**src/rtl/line_engine_q.sv**
```systemverilog
// rtl/line_engine_q.sv - queued Bresenham line rasteriser emitting masked 2-beat DDR bursts
// Pixels sharing an 8-pixel block are coalesced; off-screen pixels are clipped away.
module line_engine_q #(
  parameter int CW    = 10,
  parameter int DEPTH = 4,
  parameter int H_RES = 800,
  parameter int V_RES = 600
) (
  input  logic          clk,
  input  logic          rst_n,
  input  logic          cmd_valid,
  output logic          cmd_ready,
  input  logic [CW-1:0] cmd_x0,
  input  logic [CW-1:0] cmd_y0,
  input  logic [CW-1:0] cmd_x1,
  input  logic [CW-1:0] cmd_y1,
  input  logic [23:0]   cmd_color,
  input  logic [31:0]   frame_base,
  input  logic          af_full,
  input  logic          wdf_full,
  output logic [30:0]   af_addr_din,
  output logic          af_wr_en,
  output logic [127:0]  wdf_din,
  output logic [15:0]   wdf_mask_din,
  output logic          wdf_wr_en,
  output logic          busy
);
  localparam int AW = $clog2(DEPTH);
  localparam int EW = 4*CW + 24;
  localparam logic [31:0] H_LIM = 32'(H_RES);
  localparam logic [31:0] V_LIM = 32'(V_RES);

  typedef enum logic [2:0] {IDLE, SETUP, STEP, WR1, WR2} state_t;

  logic [EW-1:0] q_mem [DEPTH];
  logic [AW:0]   wr_ptr, rd_ptr;
  logic          q_empty, q_full, push;

  state_t               state;
  logic [CW-1:0]        x0_r, y0_r, x1_r, y1_r;
  logic [23:0]          color_r;
  logic [28:0]          base_r;
  logic [CW-1:0]        x, y, xend;
  logic [CW:0]          dx, ady;
  logic signed [CW+1:0] err;
  logic                 steep, ystep_neg, done;
  logic [7:0]           blk_mask, burst_mask;
  logic                 unused_base;

  assign q_empty     = (wr_ptr == rd_ptr);
  assign q_full      = (wr_ptr[AW-1:0] == rd_ptr[AW-1:0]) && (wr_ptr[AW] != rd_ptr[AW]);
  assign push        = cmd_valid && !q_full;
  assign cmd_ready   = !q_full;
  assign busy        = !q_empty || (state != IDLE);
  assign unused_base = ^frame_base[2:0];

  always_ff @(posedge clk)
    if (push) q_mem[wr_ptr[AW-1:0]] <= {cmd_x0, cmd_y0, cmd_x1, cmd_y1, cmd_color};

  // Line setup: fold the octant so the major axis always steps +1 in x
  logic [CW:0]   adx_c, ady_c, dmaj_c, dmin_c;
  logic [CW-1:0] a0_c, b0_c, a1_c, b1_c;
  logic          steep_c, swap_c;

  assign adx_c   = (x1_r >= x0_r) ? {1'b0, x1_r} - {1'b0, x0_r} : {1'b0, x0_r} - {1'b0, x1_r};
  assign ady_c   = (y1_r >= y0_r) ? {1'b0, y1_r} - {1'b0, y0_r} : {1'b0, y0_r} - {1'b0, y1_r};
  assign steep_c = ady_c > adx_c;
  assign a0_c    = steep_c ? y0_r : x0_r;
  assign b0_c    = steep_c ? x0_r : y0_r;
  assign a1_c    = steep_c ? y1_r : x1_r;
  assign b1_c    = steep_c ? x1_r : y1_r;
  assign swap_c  = a0_c > a1_c;
  assign dmaj_c  = steep_c ? ady_c : adx_c;
  assign dmin_c  = steep_c ? adx_c : ady_c;

  logic [CW-1:0]        px, py, nx, ny, npx, npy;
  logic signed [CW+1:0] err_dec;
  logic                 last, new_blk, hit;
  logic [7:0]           cur_mask;
  logic [30:0]          addr_c;

  assign px       = steep ? y : x;
  assign py       = steep ? x : y;
  assign err_dec  = err - $signed({1'b0, ady});
  assign nx       = x + 1'b1;
  assign ny       = err_dec[CW+1] ? (ystep_neg ? y - 1'b1 : y + 1'b1) : y;
  assign npx      = steep ? ny : nx;
  assign npy      = steep ? nx : ny;
  assign last     = (x == xend);
  assign new_blk  = last || (npy != py) || (npx[CW-1:3] != px[CW-1:3]);
  assign hit      = (32'(px) < H_LIM) && (32'(py) < V_LIM);
  assign cur_mask = blk_mask & ~(hit ? (8'd1 << px[2:0]) : 8'd0);
  assign addr_c   = 31'(base_r) + 31'({py, px[CW-1:3], 2'b00});

  logic [15:0] beat1_mask, beat2_mask;
  assign beat1_mask = {{4{burst_mask[0]}}, {4{burst_mask[1]}}, {4{burst_mask[2]}}, {4{burst_mask[3]}}};
  assign beat2_mask = {{4{burst_mask[4]}}, {4{burst_mask[5]}}, {4{burst_mask[6]}}, {4{burst_mask[7]}}};

  // Push strobes are gated by the full flags directly so a push never lands on a full FIFO
  assign af_wr_en     = (state == WR1) && !af_full && !wdf_full;
  assign wdf_wr_en    = af_wr_en || ((state == WR2) && !wdf_full);
  assign wdf_mask_din = af_wr_en ? beat1_mask : (wdf_wr_en ? beat2_mask : 16'hFFFF);
  assign wdf_din      = {4{8'h00, color_r}};

  always_ff @(posedge clk or negedge rst_n) begin
    if (!rst_n) begin
      state <= IDLE;     wr_ptr <= '0;      rd_ptr <= '0;
      x0_r <= '0;        y0_r <= '0;        x1_r <= '0;       y1_r <= '0;
      color_r <= '0;     base_r <= '0;      x <= '0;          y <= '0;
      xend <= '0;        dx <= '0;          ady <= '0;        err <= '0;
      steep <= 1'b0;     ystep_neg <= 1'b0; done <= 1'b0;
      blk_mask <= 8'hFF; burst_mask <= 8'hFF; af_addr_din <= '0;
    end else begin
      if (push) wr_ptr <= wr_ptr + 1'b1;
      case (state)
        IDLE: if (!q_empty) begin
          {x0_r, y0_r, x1_r, y1_r, color_r} <= q_mem[rd_ptr[AW-1:0]];
          base_r <= frame_base[31:3];
          rd_ptr <= rd_ptr + 1'b1;
          state  <= SETUP;
        end
        SETUP: begin
          x         <= swap_c ? a1_c : a0_c;
          y         <= swap_c ? b1_c : b0_c;
          xend      <= swap_c ? a0_c : a1_c;
          ystep_neg <= swap_c ? (b0_c < b1_c) : (b1_c < b0_c);
          steep     <= steep_c;
          dx        <= dmaj_c;
          ady       <= dmin_c;
          err       <= $signed({2'b00, dmaj_c[CW:1]});
          blk_mask  <= 8'hFF;
          state     <= STEP;
        end
        STEP: begin
          x   <= nx;
          y   <= ny;
          err <= err_dec[CW+1] ? err_dec + $signed({1'b0, dx}) : err_dec;
          if (new_blk) begin
            blk_mask <= 8'hFF;
            done     <= last;
            if (cur_mask == 8'hFF) begin
              state <= last ? IDLE : STEP;
            end else begin
              burst_mask  <= cur_mask;
              af_addr_din <= addr_c;
              state       <= WR1;
            end
          end else begin
            blk_mask <= cur_mask;
          end
        end
        WR1: if (!af_full && !wdf_full) state <= WR2;
        WR2: if (!wdf_full) state <= done ? IDLE : STEP;
        default: state <= IDLE;
      endcase
    end
  end
endmodule

```
**config.mk**
```make
export PLATFORM = sky130hd
export DESIGN_NAME = line_engine_q
export DESIGN_NICKNAME = d
export VERILOG_FILES = /design/src/rtl/line_engine_q.sv
export SDC_FILE = /design/constraint.sdc
export NUM_CORES = 1
export LEC_CHECK = 0
export BUFFER_PORTS_ARGS = -buffer_cell sky130_fd_sc_hd__buf_2
export CAP_MARGIN = 20
export CORE_ASPECT_RATIO = 1.5
export CORE_UTILIZATION = 25
export DETAILED_ROUTE_END_ITERATION = 7
export GPL_ROUTABILITY_DRIVEN = 0
export GPL_TIMING_DRIVEN = 0
export MAX_ROUTING_LAYER = met4
export PLACE_DENSITY = 0.38
export REMOVE_ABC_BUFFERS = 1
export SLEW_MARGIN = 10
export SYNTH_ARGS = -nofsm -noshare
export SYNTH_HDL_FRONTEND = slang
export SYNTH_SLANG_ARGS = --single-unit
```
**constraint.sdc**
```tcl
create_clock -name clk -period 7.5 [get_ports clk]
set_input_delay 1.5 -clock clk [delete_from_list [all_inputs] [get_ports clk]]
set_output_delay 1.5 -clock clk [all_outputs]
set_load 0.1 [all_outputs]
```
# ---- Word level (Yosys, flattened, before mapping)
# Memories as Yosys holds them, arrays and structs flattened. A register that Yosys moved wholly into a read port is not among the register bits.
# Index checks and enable logic that the tools add are counted.
dict set report totals {
  romBits 0
  word_cells 117
  ram_bits 256
  output_inout_bits 179
  n_memories 1
  in_bits 101
  reg_bits 152
  latchBits 0
}
# name depth width rd rd_ports_with_merged_regs write_ports line
set memory_table {}
lappend memory_table {q_mem 4 64 1 1 1 35} ;# logic [EW-1:0] q_mem [DEPTH];
dict set report op_classes {
  addsub 12
  n_eq_ne 15
  n_shift 1
  order_cmp 8
  n_div 0
  reduce_logical 23
  mul 0
  bitwise 4
  muxes 37
}
# operator n
set ops {}
lappend ops {{$mux W10} 13}
lappend ops {{$mux W11} 4}
lappend ops {{$sub A10 B10 Y11} 4}
lappend ops {{$pmux W10 S2} 2}
lappend ops {{$mux W16} 2}
lappend ops {{$add A29 B19 Y30} 1}
lappend ops {{$pmux W12 S2} 1}
lappend ops {{$add A10 B1 Y10 const B} 2}
lappend ops {{$ge A10 B10 Y1} 2}
lappend ops {{$lt A10 B10 Y1} 2}
lappend ops {{$lt A10 B10 Y1 const B} 2}
lappend ops {{$mux W8} 2}
lappend ops {{$pmux W8 S2} 1}
lappend ops {{$pmux W3 S5} 1}
lappend ops {{$add A12 B12 Y12} 1}
lappend ops {{$mux W12} 1}
lappend ops {{$mux W3} 4}
lappend ops {{$sub A12 B12 Y12} 1}
lappend ops {{$gt A11 B11 Y1} 1}
lappend ops {{$eq A10 B10 Y1} 1}
lappend ops {{$gt A10 B10 Y1} 1}
lappend ops {{$ne A10 B10 Y1} 1}
lappend ops {{$sub A10 B1 Y10 const B} 1}
lappend ops {{$and A8 B8 Y8} 1}
lappend ops {{other kinds (25)} 48}

# ---- Logic depth before layout (Yosys ltp)
dict set report depth {
  depth_word 10
  depth_mapped 36
  depth_no_buf 30
}

# ---- Least setup slack after synthesis
# Ideal clock, no wire load.
dict set report synth_path {
  kind {input to output}
  from {input port af_full}
  to {output port wdf_mask_din[10]}
  required_ns 6.000
  setup_slack_ns 0.409
  n_path_buf 1
  arrival_ns 5.591
  stages 4
  path_cell_list {or4b_2 > a21oi_1 > nand2_1 > buf_4}
}
dict set report synth_via {
  elab_chain_cells 6
}
# element line
set synth_lines {}
lappend synth_lines {{from (decl)} 19} ;# input logic af_full,
lappend synth_lines {{$logic_not A1 Y1} 100} ;# assign af_wr_en = (state == WR1) && !af_full && !wdf_full;
lappend synth_lines {{$logic_and A1 B1 Y1 (2 in a row)} 100}
lappend synth_lines {{$logic_or A1 B1 Y1} 101} ;# assign wdf_wr_en = af_wr_en || ((state == WR2) && !wdf_full);
lappend synth_lines {{named net wdf_wr_en} 25} ;# output logic wdf_wr_en,
lappend synth_lines {{$mux W16 (2 in a row)} 102} ;# assign wdf_mask_din = af_wr_en ? beat1_mask : (wdf_wr_en ? beat2_mask : 16'hFFFF);
lappend synth_lines {{to (decl)} 24} ;# output logic [15:0] wdf_mask_din,
# The timed path passes the listed nets, and every way through them passes these cells.

# ---- Final worst setup path
dict set report layout_path {
  from {register x1_r[7]}
  to {register y[3]}
}
dict set report layout_via {
  elab_chain_cells 7
  word_cells_on_any_way 12
  classes_between {add/sub: 2; order compare: 3; mux: 7}
}
# element line
set layout_lines {}
lappend layout_lines {{from (decl)} 40} ;# logic [CW-1:0] x0_r, y0_r, x1_r, y1_r;
lappend layout_lines {{from (signal assigned)} 117} ;# {x0_r, y0_r, x1_r, y1_r, color_r} <= q_mem[rd_ptr[AW-1:0]];
lappend layout_lines {{$sub A10 B10 Y11 or $ge A10 B10 Y1 (tied branches)} 65} ;# assign adx_c = (x1_r >= x0_r) ? {1'b0, x1_r} - {1'b0, x0_r} : {1'b0, x0_r} - {1'b0, x1_r};
lappend layout_lines {{$mux W11} 65}
lappend layout_lines {{$gt A11 B11 Y1} 67} ;# assign steep_c = ady_c > adx_c;
lappend layout_lines {{$mux W10 (on tied branches)} {68, 70}}
lappend layout_lines {{$gt A10 B10 Y1} 72} ;# assign swap_c = a0_c > a1_c;
lappend layout_lines {{$mux W10 *} 124} ;# y <= swap_c ? b1_c : b0_c;
lappend layout_lines {{$pmux W10 S2 *} 115} ;# case (state)
lappend layout_lines {{to (signal assigned)} 124}
lappend layout_lines {{to (signal assigned)} 136} ;# y <= ny;
lappend layout_lines {{to (decl)} 43} ;# logic [CW-1:0] x, y, xend;
# Mark *: on every way between the ends. The rest lies on a longest branch, timed or not.
# A chain may end at the register's enable or synchronous reset.

==> flow_summary.yaml <==
run_status:
  status: "completed"
synthesis:
  synth_xor_area_share_pct: 2.98
  synth_area_per_cell_um2: 11.8
  synthArstFlopShare_pct: 45.6
  synth.distinct_cells: 81
  synth_edf_count: 256
  yosysWarnings: 0
  synth_commonest_cells: "edfxtp_1 (256), nand2_1 (205), dfrtp_1 (199)"
  yosysSeqAreaShare_pct: 52.6
  synth_seq_cells: 471
  synthFlopType: "edfxtp_1"
  synth_area_mm2: 0.0249
  synthMuxAreaShare_pct: 11.0
  yosysMostFrequentCell: "edfxtp_1"
  synthCells: 2105
  synth-adder-area-share_pct: 6.88
  synthDominantCellAreaShare_pct: 30.9
  synthTopCellsByArea: "edfxtp_1 (31%), dfrtp_1 (20%), ha_1 (6.2%), mux4_2 (5.8%), o21ai_0 (3.7%)"
  synth_compound_area_share_pct: 12.2
  synth-simple-area-share_pct: 7.97
  synth_top_cell_by_area: "edfxtp_1"
  synth_top_family_by_area: "compound AO/OA/AOI/OAI gates"
critical_path:
  cp_num_buf_inv: 2
  crit_path_max_incr_delay_ps: 450
  r2r-start: "x1_r[7]"
  cp_max_fo: 19
  r2r_slack_ps: 390
  timing.rr.end: "y[3]"
  worst_setup_path_start_kind: "register"
  critPathRequiredTime_ps: 7990
  critPathCaptureType: "register"
  worstPathArrival_ps: 7600
  worstRegToRegCells: 28
  slowest_stage: "dfrtp_1"
  worstSetupPathType: "register to register"
  cp_top_family: "compound AO/OA/AOI/OAI gates"
die:
  coreArea_mm2: 0.0986
  pin_count: 280
  start_util_pct: 25.2
  fp-row-count: 141
  fp.dieH_um: 388
  dieArea_mm2: 0.101
  die_w_um: 260
drt:
  wl_um: 68900
  drtPass1Iterations: 5
  drt_iter0_drc: 761
  wl_per_cell_um: 19.0
  vias_per_cell: 4.63
  drc_errors: 0
  ant_nets: 0
  num_vias: 16800
sta:
  hold_violations: 0
  skew_ps: 47.4
  tightestPinTransition_ps: 953
  setup_ws_ps: 391
  setup_viol: 0
  relSlewSlack_pct: 36.0
  rsz0062_at_grt: "false"
  fin_setup_tns_ps: 0
  period_needed_ps: 7110
  post-route-period-util_pct: 94.8
  max_freq_mhz: 141
  drv_slew: 0
cells_and_area:
  nFillCells: 10100
  drive_gt1_share_pct: 26.6
  final_core_util_pct: 30.0
  syn2layout_area_growth_pct: 18.9
  final_nets: 2517
  design_area_mm2: 0.0296
placed_design:
  place_hpwl_um: 48400
  portBuffers: 243
  dpl-instance-area_mm2: 0.0273
  post-place-ws_ps: -1730
clock_network:
  cts_htree_levels: 2
  cts.path.max_buffers: 3
  root_buffer: "clkbuf_16"
  clk_pin_slew_ps: 60
  cts_num_sinks: 471
  cts_buffers: 53
  clock_latency_ps: 650
  cts_tree: "done"
worst_hold_path:
  hold_path.class: "register to register"
  whs_path_depth: 2
  min_to: "af_addr_din[4]"
  worstHoldStart: "af_addr_din[4]"
grt:
  grt_pass1_wl_um: 106000
  antenna_found_initial: 9
  track_usage_pct: 14.1
  grt_pass1_vias: 17500
  grt_max_degree: 89
  grt.overflow.total: 0
job:
  maxCapViolCount: 0
## through the flow
step | instances | hold WS [ps]
global placement | 3455 | 457
CTS | 3606 | 479
finish | 3625 | 472
global route | 3625 | 487
detailed placement | 3496 | 465
floorplan | 1925 | 450
## state kept, by name, summed over array words and instances (netlist names), 11 cells and up
name         count
base_r          29
dx              11
ady             11
err             12
color_r         24
af_addr_din     30
q_mem          256
## worst reg2reg max path, delay by kind of cell, from the launching register on
kind / cells / cell delay, ps
AO/OA/AOI/OAI: 14 / 3240
adder cells (fa/ha/maj): 3 / 1040
multiplexers: 3 / 580
flip-flops: 1 / 450
buffers and inverters: 2 / 370
AND/OR/NAND/NOR: 6 / 1290
## worst max-delay path by stage
stage                     startpoint         to  cells after the start
after floorplan            rd_ptr[0]  base_r[0]                      4
after global placement     rd_ptr[0]    x1_r[8]                      5
after detailed placement     y0_r[1]       y[2]                     26
after CTS                    x0_r[1]       y[4]                     29
after global routing         y0_r[4]       y[3]                     30
final                        x1_r[7]       y[3]                     28
## layer usage
metal | share of wire [%] | vias up | global-route usage [%]
met3 | 4.2 | 92 | 2.42
met2 | 54 | 367 | 25.9
met4 | 2.5 | 0 | 3.97
li1 | - | 7967 | -
met1 | 40 | 8345 | 15.3
met5 | 0 | - | -
## layout by cell type, fill, tap and decap left out, drive strengths merged, types with 8 or more instances in the layout
cell type | synthesis | routed
edfxtp | 256 | 256
a221o | 8 | 8
nand2 | 205 | 205
fa | 8 | 8
ha | 124 | 124
conb | 1 | 33
nor2 | 94 | 95
clkbuf | 70 | 68
mux4 | 64 | 64
a21boi | 8 | 8
a21o | 33 | 33
nor3 | 33 | 33
dfstp | 16 | 16
a31oi | 15 | 15
xnor2 | 48 | 48
bufinv | 0 | 10
diode | 0 | 9
nand3 | 32 | 32
a211oi | 15 | 15
mux2i | 39 | 39
clkinv | 0 | 16
o221ai | 10 | 10
dfrtp | 199 | 199
inv | 87 | 90
mux2 | 80 | 80
and3 | 18 | 18
o211ai | 22 | 22
a21oi | 118 | 118
nand4 | 14 | 14
xor2 | 35 | 35
and2 | 8 | 8
buf | 142 | 298
o21ai | 193 | 193
nor2b | 12 | 12
## logic make-up (layout without fill, tap and decap cells)
| kind of cell | after synthesis | in the layout |
|---|---|---|
| simple gates | 444 | 447 |
| buf+inv | 299 | 486 |
| compound gates | 492 | 494 |
| other cells | 1 | 42 |
| xor+xnor | 83 | 83 |
| mux | 183 | 183 |
| flops | 471 | 471 |
| fa+ha+maj | 132 | 132 |
## final cells by class
cell class / count / area [um^2] / share of cell area [%]
timing repair buffer: 299 / 1990 / 6.73
clock inverter: 33 / 490 / 1.66
antenna: 9 / 22.5 / 0.0761
multi-input combinational: 1372 / 10600 / 35.9
clock buffer: 67 / 1410 / 4.76
inverter: 87 / 327 / 1.10
sequential: 471 / 13100 / 44.3
tap: 1287 / 1610 / 5.44
## timing repair
item	in CTS	in global routing
hold buffers	0	0
setup endpoints to repair	31	11
pin swaps	4	4
gates resized for setup	27	22
setup buffers	6	6
cloned	4	2
Power is left out: the tool's default activity adds up to more than one toggle a clock period on the data nets, which glitch-free logic cannot reach.
